`src/rtl/imm_pkg.sv`:
```
// Shared immediate-select encoding, RV32I opcode constants and the
// opcode-to-format decode used by the ID-stage immediate controller.
package imm_pkg;

    typedef enum logic [2:0] {
        IMM_NONE = 3'd0,
        IMM_I    = 3'd1,
        IMM_S    = 3'd2,
        IMM_B    = 3'd3,
        IMM_U    = 3'd4,
        IMM_J    = 3'd5
    } imm_sel_t;

    typedef enum logic [1:0] {
        OCC_EMPTY = 2'd0,
        OCC_ONE   = 2'd1,
        OCC_FULL  = 2'd2
    } occ_state_t;

    localparam logic [6:0] OPC_LUI    = 7'b0110111;
    localparam logic [6:0] OPC_AUIPC  = 7'b0010111;
    localparam logic [6:0] OPC_JAL    = 7'b1101111;
    localparam logic [6:0] OPC_JALR   = 7'b1100111;
    localparam logic [6:0] OPC_LOAD   = 7'b0000011;
    localparam logic [6:0] OPC_OPIMM  = 7'b0010011;
    localparam logic [6:0] OPC_STORE  = 7'b0100011;
    localparam logic [6:0] OPC_BRANCH = 7'b1100011;
    localparam logic [6:0] OPC_OP     = 7'b0110011;

    function automatic imm_sel_t opcode_to_sel(input logic [6:0] opc);
        imm_sel_t sel;
        case (opc)
            OPC_LUI, OPC_AUIPC:           sel = IMM_U;
            OPC_JAL:                      sel = IMM_J;
            OPC_JALR, OPC_LOAD, OPC_OPIMM: sel = IMM_I;
            OPC_STORE:                    sel = IMM_S;
            OPC_BRANCH:                   sel = IMM_B;
            default:                      sel = IMM_NONE;
        endcase
        return sel;
    endfunction

    function automatic logic opcode_known(input logic [6:0] opc);
        logic known;
        case (opc)
            OPC_LUI, OPC_AUIPC, OPC_JAL, OPC_JALR, OPC_LOAD,
            OPC_OPIMM, OPC_STORE, OPC_BRANCH, OPC_OP: known = 1'b1;
            default:                                  known = 1'b0;
        endcase
        return known;
    endfunction

endpackage

```
`src/rtl/imm_format_unit.sv`:
```
// Purely combinational: builds all five RV32I immediate formats from one
// instruction word and sign-extends each to XLEN.
module imm_format_unit #(
    parameter int XLEN = 32
) (
    input  logic [31:0]     i_instr,
    output logic [XLEN-1:0] o_imm_i,
    output logic [XLEN-1:0] o_imm_s,
    output logic [XLEN-1:0] o_imm_b,
    output logic [XLEN-1:0] o_imm_u,
    output logic [XLEN-1:0] o_imm_j
);

    logic signed [31:0] w_imm_i32;
    logic signed [31:0] w_imm_s32;
    logic signed [31:0] w_imm_b32;
    logic signed [31:0] w_imm_u32;
    logic signed [31:0] w_imm_j32;

    always_comb begin
        w_imm_i32 = $signed({{21{i_instr[31]}}, i_instr[30:20]});
        w_imm_s32 = $signed({{21{i_instr[31]}}, i_instr[30:25], i_instr[11:7]});
        w_imm_b32 = $signed({{20{i_instr[31]}}, i_instr[7], i_instr[30:25],
                             i_instr[11:8], 1'b0});
        w_imm_u32 = $signed({i_instr[31:12], 12'b0});
        w_imm_j32 = $signed({{12{i_instr[31]}}, i_instr[19:12], i_instr[20],
                             i_instr[30:21], 1'b0});
    end

    // Signed size casts carry the sign bit out to XLEN on wider datapaths.
    assign o_imm_i = XLEN'(w_imm_i32);
    assign o_imm_s = XLEN'(w_imm_s32);
    assign o_imm_b = XLEN'(w_imm_b32);
    assign o_imm_u = XLEN'(w_imm_u32);
    assign o_imm_j = XLEN'(w_imm_j32);

endmodule

```
`src/rtl/imm_decode_ctrl.sv`:
```
// ID-stage immediate controller: opcode decode, immediate select and a
// 2-entry skid buffer toward ID/EX. Define IMM_ILLEGAL_TRAP_EN to flag unknown opcodes.
module imm_decode_ctrl
    import imm_pkg::*;
#(
    parameter int XLEN  = 32,
    parameter int SEL_W = 3
) (
    input  logic             CLK,
    input  logic             RESET,
    input  logic             FLUSH,
    input  logic             IF_VALID,
    output logic             IF_READY,
    input  logic [31:0]      INSTRUCTION,
    input  logic [XLEN-1:0]  PC,
    output logic             EX_VALID,
    input  logic             EX_READY,
    output logic [XLEN-1:0]  EX_IMM,
    output logic [SEL_W-1:0] EX_IMM_SEL,
    output logic [XLEN-1:0]  EX_PC,
    output logic             EX_ILLEGAL
);

    logic [XLEN-1:0] w_imm_i;
    logic [XLEN-1:0] w_imm_s;
    logic [XLEN-1:0] w_imm_b;
    logic [XLEN-1:0] w_imm_u;
    logic [XLEN-1:0] w_imm_j;

    imm_format_unit #(
        .XLEN (XLEN)
    ) u_fmt (
        .i_instr (INSTRUCTION),
        .o_imm_i (w_imm_i),
        .o_imm_s (w_imm_s),
        .o_imm_b (w_imm_b),
        .o_imm_u (w_imm_u),
        .o_imm_j (w_imm_j)
    );

    logic [6:0]      w_opcode;
    imm_sel_t        w_new_sel;
    logic [XLEN-1:0] w_new_imm;
    logic            w_new_ill;

    assign w_opcode = INSTRUCTION[6:0];

    always_comb begin
        w_new_sel = opcode_to_sel(w_opcode);
        w_new_imm = '0;
        case (w_new_sel)
            IMM_I:   w_new_imm = w_imm_i;
            IMM_S:   w_new_imm = w_imm_s;
            IMM_B:   w_new_imm = w_imm_b;
            IMM_U:   w_new_imm = w_imm_u;
            IMM_J:   w_new_imm = w_imm_j;
            default: w_new_imm = '0;
        endcase
`ifdef IMM_ILLEGAL_TRAP_EN
        w_new_ill = ~opcode_known(w_opcode);
`else
        w_new_ill = 1'b0;
`endif
    end

    occ_state_t r_state;
    occ_state_t w_next_state;
    logic       w_accept;
    logic       w_pop;
    logic       w_load_head_new;
    logic       w_load_skid;
    logic       w_head_from_skid;
    logic       w_clear;

    // Both handshake outputs decode the registered state only, so IF_READY
    // never has a combinational path from EX_READY.
    assign IF_READY = (r_state != OCC_FULL);
    assign EX_VALID = (r_state != OCC_EMPTY);
    assign w_accept = IF_VALID & IF_READY;
    assign w_pop    = EX_VALID & EX_READY;

    always_ff @(posedge CLK or posedge RESET) begin
        if (RESET) begin
            r_state <= OCC_EMPTY;
        end else begin
            r_state <= w_next_state;
        end
    end

    always_comb begin
        w_next_state     = r_state;
        w_load_head_new  = 1'b0;
        w_load_skid      = 1'b0;
        w_head_from_skid = 1'b0;
        w_clear          = 1'b0;
        if (FLUSH) begin
            w_next_state = OCC_EMPTY;
            w_clear      = 1'b1;
        end else begin
            case (r_state)
                OCC_EMPTY: begin
                    if (w_accept) begin
                        w_next_state    = OCC_ONE;
                        w_load_head_new = 1'b1;
                    end
                end
                OCC_ONE: begin
                    if (w_accept && w_pop) begin
                        w_load_head_new = 1'b1;
                    end else if (w_accept) begin
                        w_next_state = OCC_FULL;
                        w_load_skid  = 1'b1;
                    end else if (w_pop) begin
                        w_next_state = OCC_EMPTY;
                    end
                end
                OCC_FULL: begin
                    if (w_pop) begin
                        w_next_state     = OCC_ONE;
                        w_head_from_skid = 1'b1;
                    end
                end
                default: begin
                    w_next_state = OCC_EMPTY;
                    w_clear      = 1'b1;
                end
            endcase
        end
    end

    logic [XLEN-1:0] r_head_imm;
    logic [2:0]      r_head_sel;
    logic [XLEN-1:0] r_head_pc;
    logic            r_head_ill;
    logic [XLEN-1:0] r_skid_imm;
    logic [2:0]      r_skid_sel;
    logic [XLEN-1:0] r_skid_pc;
    logic            r_skid_ill;

    // Head is the EX-facing register; it only changes on load, skid shift or clear.
    always_ff @(posedge CLK or posedge RESET) begin
        if (RESET) begin
            r_head_imm <= '0;
            r_head_sel <= '0;
            r_head_pc  <= '0;
            r_head_ill <= 1'b0;
        end else if (w_clear) begin
            r_head_imm <= '0;
            r_head_sel <= '0;
            r_head_pc  <= '0;
            r_head_ill <= 1'b0;
        end else if (w_load_head_new) begin
            r_head_imm <= w_new_imm;
            r_head_sel <= w_new_sel;
            r_head_pc  <= PC;
            r_head_ill <= w_new_ill;
        end else if (w_head_from_skid) begin
            r_head_imm <= r_skid_imm;
            r_head_sel <= r_skid_sel;
            r_head_pc  <= r_skid_pc;
            r_head_ill <= r_skid_ill;
        end
    end

    always_ff @(posedge CLK or posedge RESET) begin
        if (RESET) begin
            r_skid_imm <= '0;
            r_skid_sel <= '0;
            r_skid_pc  <= '0;
            r_skid_ill <= 1'b0;
        end else if (w_clear) begin
            r_skid_imm <= '0;
            r_skid_sel <= '0;
            r_skid_pc  <= '0;
            r_skid_ill <= 1'b0;
        end else if (w_load_skid) begin
            r_skid_imm <= w_new_imm;
            r_skid_sel <= w_new_sel;
            r_skid_pc  <= PC;
            r_skid_ill <= w_new_ill;
        end
    end

    assign EX_IMM     = r_head_imm;
    assign EX_IMM_SEL = SEL_W'(r_head_sel);
    assign EX_PC      = r_head_pc;
    assign EX_ILLEGAL = r_head_ill;

endmodule

```
`config.mk`:
```
export PLATFORM = sky130hd
export DESIGN_NAME = imm_decode_ctrl
export DESIGN_NICKNAME = d
export VERILOG_FILES = /design/src/rtl/imm_pkg.sv /design/src/rtl/imm_format_unit.sv /design/src/rtl/imm_decode_ctrl.sv
export SDC_FILE = /design/constraint.sdc
export NUM_CORES = 1
export LEC_CHECK = 0
export CAP_MARGIN = 10
export CORE_ASPECT_RATIO = 0.9
export CORE_UTILIZATION = 51
export CTS_CLUSTER_DIAMETER = 40
export DETAILED_ROUTE_END_ITERATION = 8
export GPL_ROUTABILITY_DRIVEN = 0
export PLACE_DENSITY = 0.84
export SYNTH_ARGS = -nofsm -noshare
export SYNTH_HDL_FRONTEND = slang
export SYNTH_SLANG_ARGS = --single-unit
export TNS_END_PERCENT = 100
```
`constraint.sdc`:
```
create_clock -name CLK -period 6.7 [get_ports CLK]
set_input_delay 2.01 -clock CLK [delete_from_list [all_inputs] [get_ports CLK]]
set_output_delay 2.01 -clock CLK [all_outputs]
set_load 0.02 [all_outputs]
```
==> metrics.txt, run 1 <==
normalized max-slew margin=17.4%; top post-synthesis cells by area=dfrtp_1 54%, o2bb2ai_1 9.2%, a22o_1 5.4%; Die W=119 um; Yosys top cell by area=dfrtp_1; drt pass-1 iters=6; P_sw=0.000530 W; Pint=0.00169 W; VDD IR-drop max=0.000186 V; share of the synthesized area in the top cell type=53.9%; GRT Total Usage=28.2%; CP Max Fanout=56; Comb power frac=11.4%; CTS Buf Count=17; post-DP HPWL=10300 um; Final Hold Fails=0; CTS tree=yes; Synthesized Nets=583; CP startpoint kind=input port; Buffers on Ports=137; Final Cycle Share=68.2%; Util after Layout=69.6%; warning count from the yosys run=0; # resized after CTS=0; Die Y=108 um; Post-CTS Setup Repair Bufs=0; Layout Nets=693; # H-tree levels=4; # DRC=0; Main synth FF type=dfrtp_1; initial core utilization=52.3%; vias in the first global route=5174; Core Rows=38; Final Non-Filler Cells=797; post-route ant nets=0; P&R area growth vs syn=33.0%; status=finished, final reports clean; DR WL/cell=21.5 um; leak pwr=3.56 nW; Hold Slack=477 ps; Final setup violation count=0; Clock Skew=9.10 ps; Num Clock Sinks=136; antenna diode count=0; area of the die=0.0128 mm^2; Boundary Pins=139; CTS Hold Bufs=0; Clock Path Buffers=2; FMAX=219 MHz; via count=5142; RSZ-0062 raised after global routing=no; core area=0.0121 mm^2; first-pass GRT wire length=27900 um; clock share of power=49.8%; Synth cell types=54; sw frac=23.9%; TNS Setup=0 ps; pwr dens=264 mW/mm^2; Setup WS post-layout=2130 ps; Hold WC Path Type=reg2reg; FFs w/ async S/R, synth=100%; initial antenna violation count=0; Post-synth EDFFs=0; dpl ws=1780 ps; Synth Cell Area=0.00631 mm^2; Seq cells post-synth=136; Slew @ Worst Pin=1240 ps; share of cells above drive strength 1=9.58%; initial DRC count=527; Seq pwr share=38.8%; post-layout min period=4570 ps; largest net degree at the start of global routing=86; CTS Root Cell=clkbuf_16; # placed instances=765; Post-Syn Instances=514; worst skew pair latency=420 ps; CP Capture Type=register; fin. max-slew vios=0; critical path data required time=7060 ps; Seq/Total Area, Yosys=53.9%; GRT overflow=0; Synth Area per Inst=12.3 um^2; final WL=17100 um; routed vias/inst=6.45; crit path kind=in2reg; CP Data Arrival Time=4920 ps; Max-Cap Viols=0; Worst-path clk slew=60 ps
[worst max-delay path, cell delays in order]
cell             delay, ps
clkdlybuf4s50_1        590
o22ai_1                860
and2_2                1110
a221o_1                300
[final cells by class]
type	instances	area, um^2
Timing Repair Buffer	145	1430
Fill cell	876	3670
Clock inverter	15	272
Multi-Input combinational cell	319	2650
Clock buffer	17	425
Inverter	5	23.8
Tap cell	160	200
Sequential cell	136	3400
[metrics by stage]
step                power, W  cell area, um^2
floorplan            0.00101             6310
global placement     0.00112             7700
detailed placement   0.00113             7700
CTS                  0.00223             8400
global route         0.00228             8400
finish               0.00222             8400
[cell families (layout without fill, tap and decap cells)]
logic type	count (synthesis)	count (layout)	synth area share (%)
buffers and inverters	59	182	4.76
AND/OR/NAND/NOR	65	65	6.68
XOR/XNOR	1	1	0.139
flip-flops	136	136	53.9
other	1	1	0.0594
AO/OA/AOI/OAI	216	216	28.7
multiplexers	36	36	5.75
[power by group through the flow]
stage / combinational [W] / clock, W / sequential [W]
after floorplan: 0.000121 / 0 / 0.000889
after global placement: 0.000244 / 0 / 0.000874
after detailed placement: 0.000251 / 0 / 0.000874
after CTS: 0.000254 / 0.00111 / 0.000860
after global routing: 0.000271 / 0.00115 / 0.000862
final: 0.000254 / 0.00110 / 0.000860
[cells in the mapped netlist (2+ instances only)]
library cell / n
dfrtp_1: 136
o2bb2ai_1: 66
a22o_1: 39
mux2i_1: 34
clkbuf_1: 23
buf_2: 20
o21ai_0: 17
nand3_1: 16
a221o_1: 15
a221oi_1: 15
a22oi_1: 15
a21o_1: 13
nand2_1: 12
o211ai_1: 11
o2111ai_1: 9
and3_1: 8
buf_4: 6
buf_6: 4
inv_1: 4
a21oi_1: 3
and2_1: 3
nand2b_1: 3
o22ai_1: 3
or2_2: 3
mux2_2: 2
nand3b_1: 2
nand4b_1: 2
nor2_1: 2
nor3_2: 2
or3_1: 2
[worst paths after layout]
kind                          startpoint  cells past startpoint             to  slack, ps
setup / recovery                IF_VALID                      4      EX_IMM[7]       2130
hold / removal             r_skid_sel[0]                      1  r_skid_sel[0]        480
setup reg to reg              r_state[1]                      4      EX_IMM[7]       3670
hold reg to reg            r_skid_sel[0]                      1  r_skid_sel[0]        480
max in group asynchronous          RESET                      3  r_skid_pc[21]       3440
min in group asynchronous          RESET                      2      EX_PC[30]       2120
[cell usage in the layout, fill, tap and decap left out, types with 8 or more instances in the layout]
cell type and n:
a21o_1 13, a221o_1 15, a221oi_1 15, a22o_1 39, a22oi_1 15, and3_1 8, buf_4 8, clkbuf_16 17
clkdlybuf4s50_1 137, dfrtp_1 136, mux2i_1 34, nand2_1 12, nand3_1 16, o2111ai_1 9, o211ai_1 11, o21ai_0 17
o2bb2ai_1 66
[routing by layer]
metal,vias to the layer above,global-route usage [%],part of all wire (%)
met5,-,0,0
met4,0,12.4,2.4
li1,2260,-,-
met2,230,43.1,49
met1,2618,39.0,42
met3,34,5.72,6.3
[state kept, by name (all words and copies together) (netlist names)]
name	cells
r_skid_pc	32
r_state	2
EX_IMM	32
r_skid_imm	32
EX_PC	32
r_skid_sel	3
EX_IMM_SEL	3
No activity file was read; power rests on OpenSTA's default activity.
==> run 2: changes to the inputs <==
CORE_UTILIZATION = 46   (was 51)
PLACE_DENSITY = 0.81   (was 0.84)
clock period = 3.7 ns   (was 6.7 ns; I/O delays follow)
==> metrics.txt, run 2 (synthesized netlist as in run 1, its figures left out) <==
status=finished, violations left; violated checks=DRC; FF-to-FF path depth=5 (+1); routed vias/inst=6.32 (-2.0%); area of the die=0.0142 mm^2 (+11%); hold path endpoint=r_skid_sel[0]; via count=5151 (+0.18%); antenna diode count=0 (unchanged); RSZ-0062 raised after global routing=no; Final Cycle Share=78.7%; Layout Nets=703 (+1.4%); Core Rows=40 (+5.3%); CP max stage delay=540 ps (-570 ps); final instance area=0.00843 mm^2 (+0.30%); CP Data Arrival Time=1800 ps (-3120 ps); GRT Total Usage=25.3% (-2.9 points); CTS Root Cell=clkbuf_16; FMAX=343 MHz; initial antenna violation count=0 (unchanged); Area after DPL=0.00783 mm^2 (+1.6%); Boundary Pins=139 (unchanged); fin. max-slew vios=0 (unchanged); CTS tree=yes; Crit Reg-Reg Endpoint=EX_IMM[9]; CTS Buf Count=17 (unchanged); commonest non-fill, non-tap cell in the layout=clkdlybuf4s50_1; # H-tree levels=4 (unchanged); WP buf/inv=1 (unchanged); clock share of power=45.8% (-4.0 points); share of cells above drive strength 1=10.8% (+1.2 points); worst-path cell chain=or2_2 > clkdlybuf4s50_1; crit path kind=reg2out; Comb power frac=12.6% (+1.2 points); # DRC=6 (+6); post-layout min period=2910 ps; Buffers on Ports=137 (unchanged); flop-to-flop setup slack=1640 ps (-2030 ps); Final setup violation count=0 (unchanged); Clock Path Buffers=2 (unchanged); Max-Cap Viols=0 (unchanged); CP startpoint kind=register; CP Max Fanout=10 (-82%); hold path cells=1 (unchanged); VDD IR-drop max=0.000312 V (+68%); CP Capture Type=output port; critical path data required time=2590 ps (-4470 ps); Reg-to-Reg Start=r_state[1]; Num Clock Sinks=136 (unchanged); most frequent cells in the layout=137 x clkdlybuf4s50_1, 136 x dfrtp_1, 66 x o2bb2ai_1, 39 x a22o_1, 34 x mux2i_1; pwr dens=444 mW/mm^2 (+68%); GRT overflow=0 (unchanged); normalized max-slew margin=50.3% (+33 points); Worst path top cell family by delay=buffers and inverters; # resized after CTS=0 (unchanged); Post-CTS Setup Repair Bufs=0 (unchanged); first-pass GRT wire length=28100 um (+0.79%); vias in the first global route=5311 (+2.6%); min-delay src=r_skid_sel[0]; Die Y=113 um (+5.2%); Die W=126 um (+5.2%); post-route ant nets=0 (unchanged); largest net degree at the start of global routing=137 (+59%); CTS Hold Bufs=0 (unchanged); core area=0.0134 mm^2 (+11%); initial DRC count=513 (-2.7%); drt pass-1 iters=8 (+2); P_sw=0.000943 W (+78%); worst skew pair latency=420 ps (about the same); Hold WC Path Type=reg2reg; Slowest cell on crit path=clkdlybuf4s50_1; sw frac=25.2% (+1.3 points); Slew @ Worst Pin=746 ps (-493 ps); leak pwr=3.58 nW (+0.65%); Clock Skew=7.93 ps (-1.17 ps); final WL=17000 um (-0.90%); DR WL/cell=20.9 um (-3.1%); post-DP HPWL=10600 um (+2.4%); Final Hold Fails=0 (unchanged); Worst-path clk slew=60 ps (about the same); Seq pwr share=41.6% (+2.8 points); P&R area growth vs syn=33.4%; initial core utilization=47.3% (-5.0 points); Pint=0.00280 W (+66%); TNS Setup=0 ps (unchanged)
-- run 2: how the worst max path moves through the flow --
stage / cells after the start / to / from
5_1_grt: 2 / EX_VALID / r_state[1]
2_1_floorplan: 1 / EX_IMM[0] / RESET
6_report: 2 / EX_VALID / r_state[1]
4_1_cts: 2 / EX_VALID / r_state[1]
3_3_place_gp: 5 / EX_IMM[19] / IF_VALID
3_5_place_dp: 5 / EX_IMM[17] / IF_VALID
-- run 2: metal layers --
layer	share of wire [%]	track usage (%)	up-vias
met4	2.1	10.4	0
met2	47	38.7	240
li1	-	-	2265
met1	44	34.8	2615
met3	7.0	5.82	31
met5	0	0	-
-- run 2: area by class of cell --
class / instances / area [um^2]
fill: 1048 / 4940
sequential: 136 / 3400
multi-input combinational: 319 / 2650
timing repair buffer: 155 / 1540
clock buffer: 22 / 484
tap: 168 / 210
clock inverter: 10 / 116
inverter: 5 / 22.5
-- run 2: worst reg2reg max path, stage by stage, from the launching register on --
cell and delay, ps:
dfrtp_1 570, mux2i_1 440, o32ai_4 150, buf_4 290, and3_1 240, a221o_1 260
-- run 2: per-stage QoR --
| step | setup WS, ps | total power, W | instances | hold WS, ps | util (%) |
|---|---|---|---|---|---|
| 3_3_place_gp | 521 | 0.00204 | 783 | 454 | 58.6 |
| 5_1_grt | 718 | 0.00388 | 815 | 495 | 63.1 |
| 6_report | 787 | 0.00374 | 815 | 478 | 63.1 |
| 3_5_place_dp | 456 | 0.00205 | 783 | 464 | 58.6 |
| 2_1_floorplan | 897 | 0.00183 | 514 | 441 | - |
| 4_1_cts | 773 | 0.00377 | 815 | 478 | 63.1 |
-- run 2: power by group through the flow --
stage	Clock (W)	Sequential [W]	Combinational, W
final	0.00171	0.00156	0.000472
after global placement	0	0.00158	0.000461
after global routing	0.00181	0.00156	0.000507
after CTS	0.00173	0.00156	0.000475
after detailed placement	0	0.00158	0.000471
after floorplan	0	0.00161	0.000219
==> run 3: changes to the inputs <==
CORE_UTILIZATION = 51   (was 46)
PLACE_DENSITY = 0.84   (was 0.81)
clock period = 2.8 ns   (was 3.7 ns; I/O delays follow)
==> metrics.txt, run 3 (synthesized netlist as in run 1, its figures left out) <==
Boundary Pins=139 (unchanged); Final Hold Fails=0 (unchanged); CP Max Fanout=10 (unchanged); first-pass GRT wire length=27800 um (-1.3%); post-DP HPWL=11000 um (+4.1%); # H-tree levels=4 (unchanged); drt pass-1 iters=6 (-2); status=finished, final reports clean; most frequent cells in the layout=137 x clkdlybuf4s50_1, 136 x dfrtp_1, 66 x o2bb2ai_1, 39 x a22o_1, 34 x mux2i_1; initial core utilization=52.3% (+5.0 points); Slew @ Worst Pin=760 ps (+13.9 ps); Worst-path clk slew=60 ps (about the same); final WL=17300 um (+1.9%); RSZ-0062 raised after global routing=no; Clock Skew=7.89 ps (-0.0412 ps); Die Y=108 um (-4.9%); routed vias/inst=6.43 (+1.8%); Util after Layout=71.0% (+8.0 points); pwr dens=591 mW/mm^2 (+33%); Layout Nets=716 (+1.8%); GRT overflow=0 (unchanged); worst-path cell chain=or2_2 > clkdlybuf4s50_1; CP max stage delay=530 ps (about the same); min-delay src=r_skid_imm[22]; Multi-input gate area=0.00265 mm^2 (unchanged); CP Data Arrival Time=1800 ps (about the same); Fill cells=853 (-19%); Post-CTS Setup Repair Bufs=0 (unchanged); CP startpoint kind=register; critical path data required time=1960 ps (-630 ps); commonest non-fill, non-tap cell in the layout=clkdlybuf4s50_1; CTS Buf Count=17 (unchanged); area of all sequential standard cells=0.00340 mm^2 (unchanged); Slowest cell on crit path=clkdlybuf4s50_1; # resized after CTS=0 (unchanged); crit path kind=reg2out; CTS tree=yes; Final Cycle Share=94.2%; VDD IR-drop max=0.000561 V (+80%); clock share of power=46.6% (+0.8 points); FMAX=379 MHz; sw frac=24.3% (-0.91 points); Num Clock Sinks=136 (unchanged); GRT Total Usage=27.9% (+2.6 points); initial antenna violation count=0 (unchanged); CTS Hold Bufs=0 (unchanged); post-route ant nets=0 (unchanged); dpl ws=39.5 ps (-417 ps); antenna diode count=0 (unchanged); vias in the first global route=5421 (+2.1%); Core Rows=38 (-5.0%); CP Capture Type=output port; Hold WC Path Type=reg2reg; P&R area growth vs syn=35.8%; share of cells above drive strength 1=12.6% (+1.8 points); post-layout min period=2640 ps; area of the die=0.0128 mm^2 (-9.6%); worst skew pair latency=430 ps (about the same); CP startpoint=r_state[1]; largest net degree at the start of global routing=137 (unchanged); Pint=0.00384 W (+37%); core area=0.0121 mm^2 (-9.6%); Reg-to-Reg Start=r_state[1]; Final setup violation count=0 (unchanged); Die W=119 um (-4.9%); fin. max-slew vios=0 (unchanged); Clock Path Buffers=2 (unchanged); CTS Root Cell=clkbuf_16; # DRC=0 (-6); TNS Setup=0 ps (unchanged); Buffers on Ports=137 (unchanged); via count=5270 (+2.3%); Setup WS post-layout=163 ps (-624 ps); normalized max-slew margin=49.3% (-0.93 points); DR WL/cell=21.1 um (+1.4%); initial DRC count=533 (+3.9%); Max-Cap Viols=0 (unchanged); Comb power frac=12.8% (+0.2 points); leak pwr=3.66 nW (+2.2%); P_sw=0.00123 W (+31%); Seq pwr share=40.6% (-1.0 points)
run 3: changes by cell type in the layout (fill, tap and decap cells not counted):
cell	previous run	this run
clkbuf_1	1	0
buf_4	15	25
inv_6	2	1
buf_12	3	6
bufinv_16	2	4
clkbuf_8	4	2
clkinv_4	1	0
clkinvlp_4	3	5
run 3: critical path, delay by kind of cell (launching register included):
kind	cells	cell delay [ps]
and+or+nand+nor	1	330
buffers and inverters	1	530
DFF	1	510
run 3: worst paths after layout:
check | cells after the start | slack (ps) | endpoint
max | 2 | 160 | EX_VALID
min | 1 | 490 | r_skid_imm[22]
max reg2reg | 5 | 830 | EX_IMM[9]
min reg2reg | 1 | 490 | r_skid_imm[22]
max in group asynchronous | 3 | 1240 | EX_IMM[11]
min in group asynchronous | 3 | 960 | EX_PC[24]
run 3: power groups by stage:
stage	Combinational [W]	Sequential, W	Clock [W]
floorplan	0.000289	0.00213	0
global placement	0.000626	0.00209	0
detailed placement	0.000642	0.00209	0
CTS	0.000648	0.00206	0.00240
global route	0.000692	0.00206	0.00248
finish	0.000647	0.00206	0.00236
run 3: stage by stage:
stage | cell area, um^2 | power, W | std cells | hold WS [ps]
after floorplan | 6320 | 0.00242 | 514 | 441
after global placement | 7950 | 0.00271 | 788 | 458
after detailed placement | 7950 | 0.00273 | 788 | 469
after CTS | 8580 | 0.00511 | 819 | 485
after global routing | 8580 | 0.00523 | 819 | 489
final | 8580 | 0.00507 | 819 | 487
run 3: layer usage:
layer  track usage [%]  share of wire, %
met3              6.73               6.2
met2              44.5                49
met1              36.6                42
met4              11.8               2.4
met5                 0                 0
run 3: layout make-up:
cell class / instances / share of cell area [%]
clock buffers: 19 / 5.28
clock inverters: 12 / 2.03
well taps: 160 / 2.33
repair buffers: 168 / 19.6
multi-input cells: 319 / 30.8
flip-flops and latches: 136 / 39.7
inverters: 5 / 0.263
